<file path="src/rtl/ksa_engine.sv">
// ksa_engine: RC4 key-scheduling engine driving an external single-port state RAM.
// First fills s[i] = i, then runs the KSA shuffle over the RAM using a latched key.
// Build option: define KSA_SHUFFLE_EN for init plus shuffle; leave it undefined for an
// init-only engine (identity fill, then done). The port list is the same in both builds.
module ksa_engine #(
   parameter int unsigned DATA_W    = 8,
   parameter int unsigned KEY_BYTES = 3
) (
   input  logic                        clk,
   input  logic                        rst_n,
   input  logic                        start,
   input  logic [KEY_BYTES*DATA_W-1:0] key,
   output logic                        busy,
   output logic                        done,
   output logic [DATA_W-1:0]           mem_addr,
   output logic [DATA_W-1:0]           mem_wdata,
   output logic                        mem_wren,
   input  logic [DATA_W-1:0]           mem_rdata
);

   localparam logic [DATA_W-1:0] LastIdx = '1;

`ifdef KSA_SHUFFLE_EN
   localparam int unsigned KW = (KEY_BYTES > 1) ? $clog2(KEY_BYTES) : 1;
   localparam logic [KW-1:0] LastKey = KW'(KEY_BYTES - 1);

   typedef enum logic [3:0] {
      StIdle, StInit, StRdI, StGetI, StRdJ, StGetJ, StWrI, StWrJ, StDone
   } state_e;
`else
   typedef enum logic [1:0] {StIdle, StInit, StDone} state_e;
`endif

   state_e            state_q, state_d;
   logic [DATA_W-1:0] i_q, i_d;

`ifdef KSA_SHUFFLE_EN
   logic [DATA_W-1:0]           j_q, j_d;
   logic [DATA_W-1:0]           si_q, si_d;
   logic [DATA_W-1:0]           sj_q, sj_d;
   logic [KEY_BYTES*DATA_W-1:0] key_q, key_d;
   logic [KW-1:0]               k_q, k_d;
   logic [DATA_W-1:0]           key_word;

   // Select key word k; word 0 sits in the most-significant slice of the key.
   always_comb begin
      key_word = '0;
      for (int unsigned w = 0; w < KEY_BYTES; w++) begin
         if (k_q == KW'(w)) key_word = key_q[(KEY_BYTES-1-w)*DATA_W +: DATA_W];
      end
   end
`else
   // key and mem_rdata have no consumer in the init-only build.
   logic unused_inputs;
   assign unused_inputs = ^{key, mem_rdata};
`endif

   // State and datapath registers; reset returns everything to idle immediately.
   always_ff @(posedge clk or negedge rst_n) begin
      if (!rst_n) begin
         state_q <= StIdle;
         i_q     <= '0;
`ifdef KSA_SHUFFLE_EN
         j_q     <= '0;
         si_q    <= '0;
         sj_q    <= '0;
         key_q   <= '0;
         k_q     <= '0;
`endif
      end else begin
         state_q <= state_d;
         i_q     <= i_d;
`ifdef KSA_SHUFFLE_EN
         j_q     <= j_d;
         si_q    <= si_d;
         sj_q    <= sj_d;
         key_q   <= key_d;
         k_q     <= k_d;
`endif
      end
   end

   // Next-state and datapath updates.
   always_comb begin
      state_d = state_q;
      i_d     = i_q;
`ifdef KSA_SHUFFLE_EN
      j_d     = j_q;
      si_d    = si_q;
      sj_d    = sj_q;
      key_d   = key_q;
      k_d     = k_q;
`endif
      unique case (state_q)
         StIdle: begin
            if (start) begin
               state_d = StInit;
               i_d     = '0;
`ifdef KSA_SHUFFLE_EN
               j_d     = '0;
               k_d     = '0;
               key_d   = key;
`endif
            end
         end
         StInit: begin
            // Natural wrap brings i back to 0 after the last location.
            i_d = i_q + 1'b1;
            if (i_q == LastIdx) begin
`ifdef KSA_SHUFFLE_EN
               state_d = StRdI;
`else
               state_d = StDone;
`endif
            end
         end
`ifdef KSA_SHUFFLE_EN
         StRdI:  state_d = StGetI;
         StGetI: begin
            si_d    = mem_rdata;
            j_d     = j_q + mem_rdata + key_word;
            state_d = StRdJ;
         end
         StRdJ:  state_d = StGetJ;
         StGetJ: begin
            sj_d    = mem_rdata;
            state_d = StWrI;
         end
         StWrI:  state_d = StWrJ;
         StWrJ: begin
            i_d     = i_q + 1'b1;
            k_d     = (k_q == LastKey) ? '0 : k_q + 1'b1;
            state_d = (i_q == LastIdx) ? StDone : StRdI;
         end
`endif
         StDone:  state_d = StIdle;
         default: state_d = StIdle;
      endcase
   end

   // Outputs decoded from state and registers only; mem_rdata never reaches them.
   always_comb begin
      busy      = (state_q != StIdle) && (state_q != StDone);
      done      = (state_q == StDone);
      mem_addr  = '0;
      mem_wdata = '0;
      mem_wren  = 1'b0;
      unique case (state_q)
         StInit: begin
            mem_addr  = i_q;
            mem_wdata = i_q;
            mem_wren  = 1'b1;
         end
`ifdef KSA_SHUFFLE_EN
         StRdI: mem_addr = i_q;
         StRdJ: mem_addr = j_q;
         StWrI: begin
            mem_addr  = i_q;
            mem_wdata = sj_q;
            mem_wren  = 1'b1;
         end
         StWrJ: begin
            mem_addr  = j_q;
            mem_wdata = si_q;
            mem_wren  = 1'b1;
         end
`endif
         default: begin
            mem_addr  = '0;
            mem_wdata = '0;
            mem_wren  = 1'b0;
         end
      endcase
   end

endmodule
</file>
<file path="config.mk">
export PLATFORM = sky130hd
export DESIGN_NAME = ksa_engine
export DESIGN_NICKNAME = d
export VERILOG_FILES = /design/src/rtl/ksa_engine.sv
export SDC_FILE = /design/constraint.sdc
export NUM_CORES = 1
export LEC_CHECK = 0
export ABC_AREA = 1
export ABC_CLOCK_PERIOD_IN_PS = 3200
export CAP_MARGIN = 5
export CORE_UTILIZATION = 33
export DETAILED_ROUTE_END_ITERATION = 16
export PLACE_DENSITY = 0.94
export SETUP_SLACK_MARGIN = 0.5
export SYNTH_ARGS = -nofsm -noshare
export SYNTH_HDL_FRONTEND = slang
export SYNTH_SLANG_ARGS = --single-unit
</file>
<file path="constraint.sdc">
create_clock -name clk -period 3.2 [get_ports clk]
set_clock_uncertainty 0.15 [all_clocks]
set_input_delay 0.48 -clock clk [delete_from_list [all_inputs] [get_ports clk]]
set_output_delay 0.48 -clock clk [all_outputs]
set_load 0.01 [all_outputs]
</file>
# ---- Word level (Yosys, flattened, before mapping)
# Cells that the tools add are included.
dict set report totals {
  elab_cells 22
  regBits 10
  out_inout_bits 19
}
dict set report op_classes {
  n_addsub 1
  reduce_logical 6
  n_eq_ne 6
  mux 7
}
# op n
set ops {}
lappend ops {{8-bit 2-to-1 mux} 2}
lappend ops {{8-bit one-hot mux with 2 select lines} 1}
lappend ops {{8-bit by 1-bit adder with 8-bit output (second input constant)} 1}
lappend ops {{8-bit equality test (second input constant)} 1}
lappend ops {{2-bit inequality test (second input constant)} 3}
lappend ops {{2-bit 2-to-1 mux} 2}
lappend ops {{2-bit one-hot mux with 2 select lines} 1}
lappend ops {{2-bit AND reduction} 2}
lappend ops {{2-bit nonzero test} 2}
lappend ops {{2-bit by 1-bit equality test with 1-bit output (second input constant)} 1}
lappend ops {{2-bit equality test (second input constant)} 1}
lappend ops {{2-bit logical NOT} 1}
lappend ops {{1-bit logical AND} 1}
lappend ops {{1-bit 2-to-1 mux} 1}

# ---- Longest topological paths before layout
dict set report logic_depth {
  word_depth 3
  mapped_depth 7
  depth_no_buf 7
}

# ---- Worst setup path before layout
# No wires, ideal clock.
dict set report synth_timing {
  path_type {register -> output}
  startpoint {reg state_q[1]}
  endpoint {out mem_wdata[0]}
  required_time_ns 2.570
  stages_incl_launch_ff 6
  path_slack_ns 1.554
  t_arrival_ns 1.016
  path_cell_list {dfrtp_1 > inv_1 > nand2_2 > buf_6 > nor2_1 > buf_4}
}
dict set report synth_between {
  elab_chain_cells 2
}
# element line
set synth_rtl {}
lappend synth_rtl {{start: declaration} 34} ;# state_e state_q, state_d;
lappend synth_rtl {{start signal: assignment} 61} ;# state_q <= StIdle;
lappend synth_rtl {{start signal: assignment} 71} ;# state_q <= state_d;
lappend synth_rtl {{2-bit by 1-bit equality test with 1-bit output} n/a}
lappend synth_rtl {{8-bit 2-to-1 mux} n/a}
lappend synth_rtl {{end: declaration} 16} ;# output logic [DATA_W-1:0] mem_wdata,
# No other way between the ends.

# ---- Worst setup path after layout
dict set report layout_timing {
  startpoint {reg state_q[1]}
  endpoint {out mem_addr[6]}
}
dict set report layout_between {
  elab_chain_cells 2
}
# element line
set layout_rtl {}
lappend layout_rtl {{2-bit by 1-bit equality test with 1-bit output} 148} ;# unique case (state_q)
lappend layout_rtl {{8-bit 2-to-1 mux} 148}
lappend layout_rtl {{end: declaration} 15} ;# output logic [DATA_W-1:0] mem_addr,
# No other way between the ends.

==> results.toml <==
[final_layout]
syn2layout_area_growth_pct = 32.14
utilization_pct = 47.23
final_area_um2 = 833.3
drive_gt1_share_pct = 6.667
diodes = 0
stdcell_count = 130
nFillCells = 192
fin_nets = 142

[setup_path]
cp-end-kind = "primary output"
rr_worst_depth = 4
crit_start = "state_q[1]$_DFFE_PN0P_"
reg2reg_slack_ps = 1750
worstPathMaxFanout = 13
critPathKind = "flip-flop to primary output"
cp.arrival_ps = 1750
critPathRequiredTime_ps = 2570
r2r_end = "i_q[2]$_DFFE_PN0P_"
crit_path_start_kind = "flip-flop"
r2r_start = "state_q[0]$_DFFE_PN0P_"
endpoint = "mem_addr[6]"

[placed_design]
dp_cells = 126
io_buffer_count = 21
dp_hpwl_um = 1033
placedInstanceArea_um2 = 797.0
dp_slack_ps = 1106
gp_congestion = 0.8220

[route]
vias = 617
firstDrtPassIters = 5
wl_um = 1302
dr.first_iter.drc_count = 25
drcViolationCount = 0
antenna_left = 0
wire_per_inst_um = 10.02
vias_per_cell = 4.746

[floorplan]
rows = 15
core_um2 = 1764
start_util_pct = 35.74
die_width_um = 45.72
chipHeight_um = 45.72
dieArea_um2 = 2090
io_pins = 54

[clocking]
clock_latency_ps = 260
cts_resized = 0
ctsRootBufferMaster = "clkbuf_4"
clkTransAtPathRegs_ps = 70
cts_setup_buffers = 0
clockBufferDepth = 2
h-tree-depth = 1
hold_buffers = 0
cts_buffers = 3
tritoncts = "done"
numClockSinks = 10

[power]
intPower_mw = 0.1975
seqPwrFrac_pct = 51.8
combPwrFrac_pct = 2.0
power_mw = 0.2437
switchingPower_mw = 0.04616
switching_share_pct = 18.95
peakVddDrop_uv = 207.7
powerDensity_nw_per_um2 = 292.4
p_leak_nw = 0.3709
p_clk_share_pct = 46.1

[min_path]
hold_path_class = "flip-flop to flip-flop"

[yosys]
ys_seq_area_share_pct = 39.68
synth.most_common_cell = "nand2_1"
synth_edf_count = 0
synthTopCellsByArea = "dfrtp_1 40%, nand2_1 13%, buf_4 9.5%"
netlist_area_um2 = 630.6
synth_commonest_cells = "21 x nand2_1, 13 x inv_1, 12 x nor2_1, 10 x dfrtp_1, 9 x nand3_1"
yosysTopAreaCellShare_pct = 39.68
synthCells = 90
synth.distinct_cells = 17
yosys.area.top_type = "dfrtp_1"
ys_ff_latch = 10
async_reset_ff_share_pct = 100.0
syn_area_per_cell_um2 = 7.007
ys_warn_count = 0
syn_nets = 126
synth_top_flop_cell = "dfrtp_1"

[grt]
gr-total-overflow = 0
first_global_vias = 548
grt_max_degree = 14
grt_usage_pct = 14.82
antenna_found_initial = 0
grt_pass1_wl_um = 2173

[timing]
grt_setup_unrepaired = "no"
tightest_slew_ps = 483.1
slew_headroom_pct = 67.58
fin_hold_ws_ps = 372.4
finalCriticalPeriod_ps = 2383
finalSetupTns_ps = 0
drv_slew = 0
setup_violations = 0
worst_slack_ps = 817.2
fmax_mhz = 419.7
hold_viol_final = 0
min_period_over_period_pct = 74.46

[outcome]
status = "complete, no violations"

[run]
maxCapViolCount = 0
## layout make-up
type                            count  area [um2]  share of cell area [%]
Clock buffer                        4       36.28                   4.354
Inverter                           14       52.55                   6.306
Multi-Input combinational cell     56       252.7                   30.33
Sequential cell                    10       250.2                   30.03
Tap cell                           25       31.28                   3.754
Timing Repair Buffer               21       210.2                   25.23
## state kept, by name, summed over array words and instances (netlist names)
name,cells
i_q,8
state_q,2
## power groups by stage
stage | clock, mW | combinational, mW | sequential, mW
after global routing | 0.126 | 0.00572 | 0.126
final | 0.112 | 0.00489 | 0.126
after floorplan | 0 | 0.000000295 | 0.129
after global placement | 0 | 0.00484 | 0.129
after detailed placement | 0 | 0.00502 | 0.129
after CTS | 0.118 | 0.00502 | 0.126
## worst max-delay path: stages, from the launching register on
cell	delay, ps
dfrtp_1	360
inv_1	100
nand2_2	190
nor2_1	260
clkdlybuf4s50_1	580
## cell usage in the layout, fill, tap and decap left out
cell | netlist | layout
nor3_1 | 1 | 1
nand3_1 | 9 | 9
clkdlybuf4s50_1 | 0 | 21
dfrtp_1 | 10 | 10
o21ai_1 | 2 | 2
clkinv_1 | 1 | 1
clkbuf_4 | 0 | 3
ha_1 | 1 | 1
o21ai_0 | 5 | 5
nor2_1 | 12 | 12
nor2_2 | 2 | 2
clkbuf_8 | 0 | 1
nand2_2 | 1 | 1
nand4_1 | 1 | 1
o22ai_1 | 1 | 1
nand2_1 | 21 | 21
inv_1 | 13 | 13
## how the worst min path moves through the flow
stage	startpoint	to	slack, ps	depth (start not counted)
global route	i_q[5]$_DFFE_PN0P_	i_q[5]$_DFFE_PN0P_	400	2
global placement	i_q[5]$_DFFE_PN0P_	i_q[5]$_DFFE_PN0P_	340	2
finish	i_q[5]$_DFFE_PN0P_	i_q[5]$_DFFE_PN0P_	370	2
detailed placement	i_q[5]$_DFFE_PN0P_	i_q[5]$_DFFE_PN0P_	350	2
floorplan	rst_n	i_q[0]$_DFFE_PN0P_	30	0
CTS	i_q[5]$_DFFE_PN0P_	i_q[5]$_DFFE_PN0P_	370	2
## logic make-up after synthesis
logic type | Yosys count | share of synthesized area [%]
adder cells (fa/ha/maj) | 1 | 1.984
buffers and inverters | 24 | 20.24
AO/OA/AOI/OAI | 8 | 6.548
AND/OR/NAND/NOR | 47 | 31.55
flip-flops | 10 | 39.68
## per-layer routing
layer,vias up,GRT usage (%),share of wire [%]
li1,303,-,-
met1,286,18.20,45
met2,28,24.57,48
met3,0,3.571,7.4
met4,0,6.471,0
met5,-,0,0
(Power assumes the default switching activity.)
